==> src/rtl/rv32_pkg.sv <==
// rv32_pkg: load size codes, writeback FSM states and the queued control entry
package rv32_pkg;
    localparam logic [2:0] F3_LB  = 3'b000;
    localparam logic [2:0] F3_LH  = 3'b001;
    localparam logic [2:0] F3_LW  = 3'b010;
    localparam logic [2:0] F3_LBU = 3'b100;
    localparam logic [2:0] F3_LHU = 3'b101;

    typedef enum logic [1:0] {
        IDLE      = 2'd0,
        RETIRE    = 2'd1,
        WAIT_LOAD = 2'd2
    } wb_state_e;

    typedef struct packed {
        logic [4:0] rd;
        logic       reg_write;
        logic       mem_to_reg;
        logic [2:0] funct3;
        logic [1:0] addr_lo;
    } wb_ctrl_t;

    function automatic logic reg_we(input wb_ctrl_t c);
        return c.reg_write && (c.rd != 5'd0);
    endfunction
endpackage

==> src/rtl/load_extend.sv <==
// load_extend: selects the addressed byte/halfword of a load word and extends it
module load_extend
    import rv32_pkg::*;
#(
    parameter int DATA_WIDTH = 32
) (
    input  logic [2:0]            funct3_i,
    input  logic [1:0]            addr_lo_i,
    input  logic [DATA_WIDTH-1:0] data_i,
    output logic [DATA_WIDTH-1:0] data_o
);
    logic [7:0]  byte_sel;
    logic [15:0] half_sel;

    assign byte_sel = data_i[{addr_lo_i, 3'b000} +: 8];
    assign half_sel = data_i[{addr_lo_i[1], 4'b0000} +: 16];

    always_comb begin
        data_o = (funct3_i == F3_LB)  ? {{(DATA_WIDTH-8){byte_sel[7]}}, byte_sel} :
                 (funct3_i == F3_LBU) ? {{(DATA_WIDTH-8){1'b0}}, byte_sel} :
                 (funct3_i == F3_LH)  ? {{(DATA_WIDTH-16){half_sel[15]}}, half_sel} :
                 (funct3_i == F3_LHU) ? {{(DATA_WIDTH-16){1'b0}}, half_sel} :
                                        data_i;
    end
endmodule

==> src/rtl/wb_writer.sv <==
// wb_writer: in-order writeback queue that retires ALU results and extended load data
module wb_writer
    import rv32_pkg::*;
#(
    parameter int DATA_WIDTH = 32,
    parameter int FIFO_DEPTH = 2
) (
    input  logic                  clk,
    input  logic                  n_rst,
    input  logic                  i_valid,
    output logic                  o_ready,
    input  logic [4:0]            i_rd,
    input  logic                  i_ctrl_RegWrite,
    input  logic                  i_ctrl_MemToReg,
    input  logic [2:0]            i_funct3,
    input  logic [1:0]            i_addr_lo,
    input  logic [DATA_WIDTH-1:0] i_alu_result,
    input  logic                  i_load_valid,
    input  logic [DATA_WIDTH-1:0] i_load_data,
    output logic [4:0]            o_rd,
    output logic [DATA_WIDTH-1:0] o_WriteData,
    output logic                  o_ctrl_RegWrite,
    output logic [31:0]           o_retired,
    output logic                  o_err
);
    localparam int PW = (FIFO_DEPTH > 1) ? $clog2(FIFO_DEPTH) : 1;
    localparam int CW = $clog2(FIFO_DEPTH + 1);
    localparam logic [PW-1:0] LAST = PW'(FIFO_DEPTH - 1);
    localparam logic [CW-1:0] FULL = CW'(FIFO_DEPTH);

    wb_ctrl_t              ctrl_mem [FIFO_DEPTH];
    logic [DATA_WIDTH-1:0] alu_mem  [FIFO_DEPTH];
    logic [PW-1:0]         wr_ptr_q, wr_ptr_d, rd_ptr_q, rd_ptr_d;
    logic [CW-1:0]         count_q, count_d;
    wb_state_e             state_q, state_d;
    wb_ctrl_t              head;
    logic                  push, pop, next_is_load;
    logic [DATA_WIDTH-1:0] load_ext;

    assign o_ready = count_q < FULL;
    assign push    = i_valid && o_ready;
    assign head    = ctrl_mem[rd_ptr_q];
    // state_q already tells whether the head is complete, so pop needs no FIFO peek
    assign pop     = (state_q == RETIRE) || ((state_q == WAIT_LOAD) && i_load_valid);

    always_comb begin
        wr_ptr_d     = push ? ((wr_ptr_q == LAST) ? '0 : wr_ptr_q + PW'(1)) : wr_ptr_q;
        rd_ptr_d     = pop  ? ((rd_ptr_q == LAST) ? '0 : rd_ptr_q + PW'(1)) : rd_ptr_q;
        count_d      = count_q + CW'(push) - CW'(pop);
        // when the old contents drain this edge, the new head is the entry being accepted
        next_is_load = (count_q == CW'(pop)) ? i_ctrl_MemToReg : ctrl_mem[rd_ptr_d].mem_to_reg;
        state_d      = (count_d == '0) ? IDLE : next_is_load ? WAIT_LOAD : RETIRE;
    end

    always_ff @(posedge clk) begin
        if (push) begin
            ctrl_mem[wr_ptr_q] <= '{rd: i_rd, reg_write: i_ctrl_RegWrite, mem_to_reg: i_ctrl_MemToReg,
                                    funct3: i_funct3, addr_lo: i_addr_lo};
            alu_mem[wr_ptr_q]  <= i_alu_result;
        end
    end

    load_extend #(.DATA_WIDTH(DATA_WIDTH)) u_load_extend (
        .funct3_i  (head.funct3),
        .addr_lo_i (head.addr_lo),
        .data_i    (i_load_data),
        .data_o    (load_ext)
    );

    always_ff @(posedge clk or negedge n_rst) begin
        if (!n_rst) begin
            wr_ptr_q        <= '0;
            rd_ptr_q        <= '0;
            count_q         <= '0;
            state_q         <= IDLE;
            o_rd            <= '0;
            o_WriteData     <= '0;
            o_ctrl_RegWrite <= 1'b0;
            o_retired       <= '0;
            o_err           <= 1'b0;
        end else begin
            wr_ptr_q        <= wr_ptr_d;
            rd_ptr_q        <= rd_ptr_d;
            count_q         <= count_d;
            state_q         <= state_d;
            o_ctrl_RegWrite <= pop && reg_we(head);
            if (pop) begin
                o_rd        <= head.rd;
                o_WriteData <= head.mem_to_reg ? load_ext : alu_mem[rd_ptr_q];
                o_retired   <= o_retired + 32'd1;
            end
            if (i_load_valid && (state_q != WAIT_LOAD))
                o_err <= 1'b1;
        end
    end
endmodule

==> config.mk <==
export PLATFORM = sky130hd
export DESIGN_NAME = wb_writer
export DESIGN_NICKNAME = d
export VERILOG_FILES = /design/src/rtl/rv32_pkg.sv /design/src/rtl/load_extend.sv /design/src/rtl/wb_writer.sv
export SDC_FILE = /design/constraint.sdc
export NUM_CORES = 1
export LEC_CHECK = 0
export BUFFER_PORTS_ARGS = -buffer_cell sky130_fd_sc_hd__buf_4
export CAP_MARGIN = 40
export CORE_ASPECT_RATIO = 1.25
export CORE_MARGIN = 3
export CORE_UTILIZATION = 50
export DETAILED_ROUTE_END_ITERATION = 6
export GPL_ROUTABILITY_DRIVEN = 0
export PLACE_DENSITY = 0.78
export SLEW_MARGIN = 5
export SYNTH_ARGS = -nofsm -noshare
export SYNTH_HDL_FRONTEND = slang
export SYNTH_HIERARCHICAL = 1
export SYNTH_SLANG_ARGS = --single-unit
==> constraint.sdc <==
create_clock -name clk -period 5.1 [get_ports clk]
set_input_delay 1.275 -clock clk [delete_from_list [all_inputs] [get_ports clk]]
set_output_delay 1.275 -clock clk [all_outputs]
set_load 0.05 [all_outputs]
# After elaboration in Yosys (flattened, before gate mapping)
# Memory sizes are Yosys's and may differ from the RTL's.
# Cells that the tools add are included.
# W data, S select, Z words.
# classes
div_mod_pow,0
mux,13
n_lt_le_gt_ge,1
n_eq_ne,7
multipliers,0
bitwise_logic,0
reduce_logical,9
add_sub_neg,5
shift,2
# ops
op,count
$mux W32,5
$add A32 B1 Y32 const B,1
$shiftx A32 B6 Y16,1
$shiftx A32 B6 Y8,1
$eq A3 B3 Y1 const B,2
$mux W1,6
$logic_and A1 B1 Y1,5
$reduce_bool A5 Y1,1
$mux W2,2
$eq A3 B1 Y1 const B,1
$logic_not A3 Y1,1
$add A1 B1 Y1 const B,2
$add A2 B1 Y2,1
$eq A2 B1 Y1,1
$eq A2 B1 Y1 const B,1
$eq A2 B2 Y1 const B,1
$logic_not A2 Y1,1
$lt A2 B2 Y1 const B,1
$ne A2 B2 Y1 const B,1
$sub A2 B1 Y2,1
$logic_or A1 B1 Y1,1
# word_totals
ram_bits,88
input_bits,80
regBits,77
output_inout_bits,72
elab_cells,48
rom_bits,0
latch_bits,0
mem_count,2
# memory_table
name,depth,word_bits,rd,rd_ports_with_merged_regs,wr,line,rtl
alu_mem,2,32,1,0,1,wb_writer.sv:32,logic [DATA_WIDTH-1:0] alu_mem [FIFO_DEPTH];
ctrl_mem,2,12,2,0,1,wb_writer.sv:31,wb_ctrl_t ctrl_mem [FIFO_DEPTH];

# Depth between registers and ports, before layout
# Gate-level depths: netlist of the first run.
# An unclocked memory read counts as a cell.
# depth
ltp_word,8
mapped_depth,11
ltp_nobuf,10

# Cells and area by module
# Netlist of the first run, hierarchy kept.
# by_module_without_submodules
module,cells_per_inst,seq_area_each_um2,n_inst,area_each_um2
wb_writer,495,4569.4,1,6727.7
load_extend,96,0.0,1,765.7

# Least setup slack after synthesis of the first run
# Ideal clock, no wire load.
# synth_timing
kind,input to register
from,input i_valid
to,memory alu_mem[0][0] (enable)
t_arrival_ps,3240
setup_ps,446
path_slack_ps,1414
t_required_ps,4654
n_path_buf,0
cell_stages,2
path_cell_list,nand2_1 > nor2_1
# synth_between
elab_chain_len,3
# synth_rtl
item,line,rtl
from (decl),wb_writer.sv:10,"input logic i_valid,"
$logic_and A1 B1 Y1,wb_writer.sv:41,assign push = i_valid && o_ready;
$mux W1,wb_writer.sv:56,if (push) begin
$mux W1 (implied by the code),wb_writer.sv:59,alu_mem[wr_ptr_q] <= i_alu_result;
to (decl),wb_writer.sv:32,
# Every way passes these cells.

==> flow_summary_export.csv, run 1 <==
group,metric,value,unit
run_status,outcome,"finished, final reports clean",
clock_tree,cts_resized,0,
pwr,fin_total_pwr,5.592,mW
timing,rsz0062_at_grt,"false",
grt,grt_pass1_vias,5340,
setup_path,worstPathRequired,5.35,ns
grt,overflow,0,
timing,maxSlewHeadroom,0.3924,
setup_path,arrival,3.55,ns
placement,dp_cells,889,
floorplanning,core_area,14530,sq um
min_path,worstHoldPathType,"reg2reg",
synthesis,synth_edf_count,88,
synthesis,synth.ff_latch_count,165,
cells_and_area,drive_gt1_frac,0.3028,
grt,grt.total_usage,0.2174,
clock_tree,root_buffer,"clkbuf_16",
grt,grt_pass1_wl,27310,um
timing,setup_tns,0,ns
timing,tightest_slew,0.9114,ns
timing,hold_ws,0.4686,ns
timing,finalHoldViolCount,0,
placement,placed_area,8738,sq um
synthesis,synth_seq_area_share,0.6098,
setup_path,start_kind,"flop",
clock_tree,clock_sinks,165,
synthesis,yosys_warnings,6,
clock_tree,cts_buffers,17,
placement,dp_hpwl,12430,um
setup_path,crit_path_end_kind,"flop",
cells_and_area,instances_no_fill,921,
clock_tree,insertion_delay,0.42,ns
timing,min_period,3.301,ns
synthesis,synth_nets,674,
synthesis,async_reset_ff_frac,0.4667,
floorplanning,die_h,142.9,um
setup_path,path_max_fanout,36,
drt,dr.pass1.iters,6,
drt,routed_via_density,5.762,
timing,skew,0.008538,ns
drt,drtIter0Drc,422,
synthesis,synth_ff_type,"edfxtp_1",
drt,totalWireLength,17710,um
synthesis,syn_area_per_cell,12.68,sq um
floorplanning,die_area,16500,sq um
timing,drv_slew,0,
drt,drc,0,
cells_and_area,final_nets,813,
placement,numPortBuffers,151,
setup_path,path_class,"reg2reg",
drt,wire_per_inst,19.23,um
clock_tree,cts_tree,"built",
timing,setup_violations,0,
drt,ant_nets,0,
clock_tree,cts_hold_buf,0,
timing,finalCritPeriodShare,0.6472,
cells_and_area,fillCellCount,1103,
clock_tree,cts_max_level,4,
placement,post-place-ws,1.441,ns
clock_tree,path_clk_slew,0.06,ns
timing,fmax,303.0,MHz
cells_and_area,final_cell_area,9295,sq um
floorplanning,die_w,115.5,um
pwr,powerDensity,601.6,nW/um^2
clock_tree,cts_setup_buffers,0,
floorplanning,std_cell_rows,49,
cells_and_area,utilization,0.6397,
pwr,p_leak,3.867,nW
floorplanning,num_io_pins,152,
clock_tree,clockBufferDepth,2,
cells_and_area,antenna-diode-count,0,
drt,dr_total_vias,5307,
grt,antenna_found_initial,0,
synthesis,syn-cell-area,7493,sq um
synthesis,synth.distinct_cells,53,
grt,grt_max_degree,85,
floorplanning,start_util,0.5157,
synthesis,netlist_instances,591,
flow_run,cap_violations,0,
timing,timing.final.ws_setup,1.799,ns
pwr,peakVddDrop,343.4,uV
cells_and_area,area_growth,24.04,%
## placed cells by master (no fill, tap or decap), types with 3 or more instances in the layout
master,count
nor4_4,3
a22o_1,7
edfxtp_1,88
buf_4,153
and3_2,3
mux2_2,7
o21ai_0,50
a21oi_1,34
mux4_2,8
nand3_1,13
mux2i_1,41
a221o_1,9
ha_1,3
clkinv_4,4
and3_1,3
clkinv_2,3
nor2_1,38
nand4_1,5
xor2_1,11
o22a_1,15
inv_6,3
inv_1,6
nor4_2,3
o21ai_1,3
nor3_1,4
xnor2_1,24
clkbuf_16,17
dfrtp_1,76
and4_1,5
nand2_1,67
## cells by family after synthesis
kind of cell / synth area share
fa+ha+maj: 0.005010
simple gates: 0.1206
flops: 0.6098
xor+xnor: 0.04091
compound gates: 0.1032
buf+inv: 0.03122
mux: 0.08933
## worst paths after layout
check	startpoint	end	slack (ns)	cells past startpoint
setup / recovery	rd_ptr_q$_DFF_PN0_	o_WriteData[14]$_DFFE_PN0N_	1.80	6
hold / removal	o_retired[31]$_DFFE_PN0N_	o_retired[31]$_DFFE_PN0N_	0.47	1
setup reg to reg	rd_ptr_q$_DFF_PN0_	o_WriteData[14]$_DFFE_PN0N_	1.80	6
hold reg to reg	o_retired[31]$_DFFE_PN0N_	o_retired[31]$_DFFE_PN0N_	0.47	1
max in group asynchronous	n_rst	rd_ptr_q$_DFF_PN0_	3.74	2
min in group asynchronous	n_rst	o_retired[27]$_DFFE_PN0N_	0.78	1
## where the power goes
group	switching [mW]	total [mW]	internal, mW
clock	0.534	1.21	0.676
combinational	1.54	2.38	0.834
sequential	0.247	2.01	1.76
## sequential cells by signal, summed over array words and instances (netlist names)
signal,cells
alu_mem,64
o_WriteData,32
o_retired,32
ctrl_mem,24
o_rd,5
count_q,2
state_q,2
o_ctrl_RegWrite,1
o_err,1
rd_ptr_q,1
wr_ptr_q,1
## synthesized netlist by cell type, drive strengths merged, types with 2 or more instances
| master | number | share of area |
|---|---|---|
| o21ai | 53 | 0.035 |
| edfxtp | 88 | 0.35 |
| nand2b | 2 | 0.0027 |
| a21oi | 35 | 0.024 |
| xor2 | 11 | 0.013 |
| nor3b | 3 | 0.0052 |
| a22o | 7 | 0.0082 |
| a21o | 2 | 0.0020 |
| a211oi | 2 | 0.0020 |
| and2 | 2 | 0.0020 |
| mux4 | 8 | 0.024 |
| nand3 | 13 | 0.0087 |
| nand2 | 68 | 0.035 |
| and4 | 8 | 0.010 |
| o22a | 15 | 0.018 |
| nor4 | 8 | 0.015 |
| clkbuf | 16 | 0.0085 |
| dfrtp | 77 | 0.26 |
| buf | 20 | 0.020 |
| nand4 | 6 | 0.0070 |
| mux2i | 41 | 0.055 |
| xnor2 | 24 | 0.028 |
| inv | 6 | 0.0030 |
| ha | 3 | 0.0050 |
| mux2 | 7 | 0.011 |
| a221o | 9 | 0.012 |
| nor2 | 39 | 0.020 |
| nor3 | 4 | 0.0027 |
| or2 | 2 | 0.0017 |
| nor2b | 2 | 0.0017 |
| and3 | 6 | 0.0053 |
## routing by layer
metal  vias up  global-route usage  wire [um]
li1       2448                   -          -
met1      2579              0.2705       7088
met2       232              0.3591       9054
met3        48             0.04281        959
met4         0              0.1131        607
met5         -                   0          0
## layout make-up
| cell class | instances | area, sq um | share of cell area |
|---|---|---|---|
| flip-flops and latches | 165 | 4571 | 0.4917 |
| multi-input cells | 384 | 2699 | 0.2903 |
| repair buffers | 156 | 1224 | 0.1316 |
| clock buffers | 18 | 429.2 | 0.04617 |
| well taps | 178 | 222.7 | 0.02396 |
| clock inverters | 14 | 127.6 | 0.01373 |
| inverters | 6 | 22.52 | 0.002423 |
## critical path: stages, from the launching register on
cell and delay [ns]:
dfrtp_2 0.97, mux2_2 0.74, or2_0 0.73, nor3b_4 0.15, a221o_1 0.30, a21oi_1 0.12, o21ai_0 0.11
Power figures use the tool's default switching activity.
==> run 2, diff against run 1 <==
--- a/config.mk
+++ b/config.mk
@@ -12,7 +12,7 @@
 export CORE_UTILIZATION = 50
 export DETAILED_ROUTE_END_ITERATION = 6
 export GPL_ROUTABILITY_DRIVEN = 0
-export PLACE_DENSITY = 0.78
+export PLACE_DENSITY = 0.81
 export SLEW_MARGIN = 5
 export SYNTH_ARGS = -nofsm -noshare
 export SYNTH_HDL_FRONTEND = slang
==> constraint.sdc (replaced) <==
create_clock -name clk -period 2.85 [get_ports clk]
set_input_delay 0.7125 -clock clk [delete_from_list [all_inputs] [get_ports clk]]
set_output_delay 0.7125 -clock clk [all_outputs]
set_load 0.05 [all_outputs]
==> flow_summary_export.csv, run 2 (same netlist as run 1, synthesis figures left out) <==
group,metric,value,unit
run_status,outcome,"finished, final reports clean",
clock_tree,insertion_delay,0.42,ns
cells_and_area,max_flop_register,"alu_mem",
floorplanning,start_util,0.5157,
setup_path,start_kind,"flop",
pwr,clockPowerShare,0.241,
clock_tree,cts_tree,"built",
pwr,p_sw_frac,0.3986,
timing,tightest_slew,0.8465,ns
clock_tree,clock_sinks,165,
min_path,worstHoldPathType,"in2async",
cells_and_area,layout_common_cells,"buf_4, edfxtp_1, dfrtp_1, nand2_1, o21ai_0",
timing,setup_violations,0,
pwr,power_frac_seq,0.337,
timing,skew,0.008193,ns
setup_path,r2r_slack,0.38,ns
cells_and_area,area_growth,25.35,%
clock_tree,cts_max_level,4,
timing,min_period,2.471,ns
setup_path,worstReg2RegEnd,"o_WriteData[9]$_DFFE_PN0N_",
timing,finalCritPeriodShare,0.8672,
flow_run,cap_violations,0,
grt,grt_max_degree,84,
floorplanning,die_area,16500,sq um
drt,ant_nets,0,
timing,setup_tns,0,ns
setup_path,rr_worst_depth,6,
cells_and_area,layout_commonest_cell,"buf_4",
drt,wire_per_inst,19.00,um
pwr,peakVddDrop,611.6,uV
clock_tree,root_buffer,"clkbuf_16",
setup_path,crit_path_end_kind,"flop",
clock_tree,path_clk_slew,0.06,ns
setup_path,path_max_fanout,10,
placement,numPortBuffers,151,
pwr,p_int,6.233,mW
clock_tree,cts_buffers,17,
grt,grt_pass1_vias,5146,
setup_path,path_class,"reg2reg",
timing,finalHoldViolCount,0,
cells_and_area,reg_top3,"alu_mem: 64 flops, o_WriteData: 32 flops, o_retired: 32 flops",
clock_tree,cts_setup_buffers,0,
clock_tree,cts_resized,0,
pwr,comb_power_share,0.421,
drt,drtIter0Drc,529,
setup_path,arrival,2.74,ns
setup_path,startpoint,"rd_ptr_q$_DFF_PN0_",
cells_and_area,drive_gt1_frac,0.3039,
clock_tree,clockBufferDepth,2,
pwr,powerDensity,1103,nW/um^2
placement,dp_hpwl,12310,um
drt,routed_via_density,5.743,
drt,dr_total_vias,5312,
timing,maxSlewHeadroom,0.4356,
pwr,fin_total_pwr,10.36,mW
floorplanning,core_area,14530,sq um
timing,fmax,404.6,MHz
setup_path,crit_path_end,"o_WriteData[9]$_DFFE_PN0N_",
pwr,p_leak,3.916,nW
grt,overflow,0,
floorplanning,die_w,115.5,um
drt,dr.pass1.iters,5,
cells_and_area,largest_register_ffs,64,
timing,drv_slew,0,
grt,antenna_found_initial,0,
grt,grt.total_usage,0.2139,
drt,drc,0,
timing,rsz0062_at_grt,"false",
clock_tree,cts_hold_buf,0,
setup_path,worstPathRequired,3.12,ns
floorplanning,std_cell_rows,49,
floorplanning,die_h,142.9,um
drt,totalWireLength,17570,um
cells_and_area,antenna-diode-count,0,
cells_and_area,final_nets,817,
grt,grt_pass1_wl,26830,um
floorplanning,num_io_pins,152,
setup_path,worstReg2RegStart,"rd_ptr_q$_DFF_PN0_",
pwr,switchingPower,4.131,mW
## run 2: cell count changes in the layout (fill, tap and decap cells not counted), sizes merged
cell | before | now
buf | 156 | 160
inv | 10 | 8
bufinv | 1 | 4
clkbuf | 18 | 22
clkinv | 7 | 2
## run 2: power by group through the flow
stage / logic, mW / clock network [mW] / registers, mW
global route: 4.69 / 2.64 / 3.56
CTS: 4.39 / 2.53 / 3.50
global placement: 4.23 / 0 / 3.51
detailed placement: 4.37 / 0 / 3.54
finish: 4.37 / 2.50 / 3.50
floorplan: 2.30 / 0 / 4.46
## run 2: cell type report
| cell class | instances | area (sq um) |
|---|---|---|
| fill | 1057 | 5137 |
| sequential | 165 | 4571 |
| multi-input combinational | 384 | 2699 |
| timing repair buffer | 160 | 1226 |
| clock buffer | 22 | 486.7 |
| tap | 178 | 222.7 |
| clock inverter | 10 | 165.2 |
| inverter | 6 | 22.52 |
## run 2: routing by layer
| metal | routed length (um) | track usage | part of all wire | up-vias |
|---|---|---|---|---|
| met5 | 0 | 0 | 0 | - |
| met4 | 590 | 0.09642 | 0.034 | 0 |
| met3 | 1111 | 0.04917 | 0.063 | 55 |
| met2 | 9121 | 0.3628 | 0.52 | 230 |
| met1 | 6749 | 0.2595 | 0.38 | 2572 |
| li1 | - | - | - | 2455 |
## run 2: stage by stage
stage / utilization / cells / cell area (sq um) / setup WS (ns) / hold WS (ns)
4_1_cts: 0.6464 / 925 / 9393 / 0.3731 / 0.2933
3_3_place_gp: 0.6002 / 892 / 8721 / 0.4491 / 0.4572
2_1_floorplan: - / 591 / 7496 / 0.2935 / 0.4169
5_1_grt: 0.6464 / 925 / 9393 / 0.2359 / 0.3170
6_report: 0.6464 / 925 / 9393 / 0.3785 / 0.2864
3_5_place_dp: 0.6016 / 893 / 8741 / 0.3961 / 0.4594
## run 2: worst min path at each step
stage,from,end,slack [ns],cells after the start
global placement,o_retired[31]$_DFFE_PN0N_,o_retired[31]$_DFFE_PN0N_,0.46,1
CTS,n_rst,o_retired[3]$_DFFE_PN0N_,0.29,1
finish,n_rst,o_retired[31]$_DFFE_PN0N_,0.29,1
detailed placement,o_retired[31]$_DFFE_PN0N_,o_retired[31]$_DFFE_PN0N_,0.46,1
global route,n_rst,o_retired[28]$_DFFE_PN0N_,0.32,1
floorplan,n_rst,count_q[0]$_DFF_PN0_,0.42,0
## run 2: critical path, cell delays in order (launching register included)
cell,delay [ns]
dfrtp_2,0.50
mux2_2,0.46
mux4_2,0.56
nor3b_4,0.20
a221o_1,0.33
a21oi_1,0.16
o21ai_0,0.09
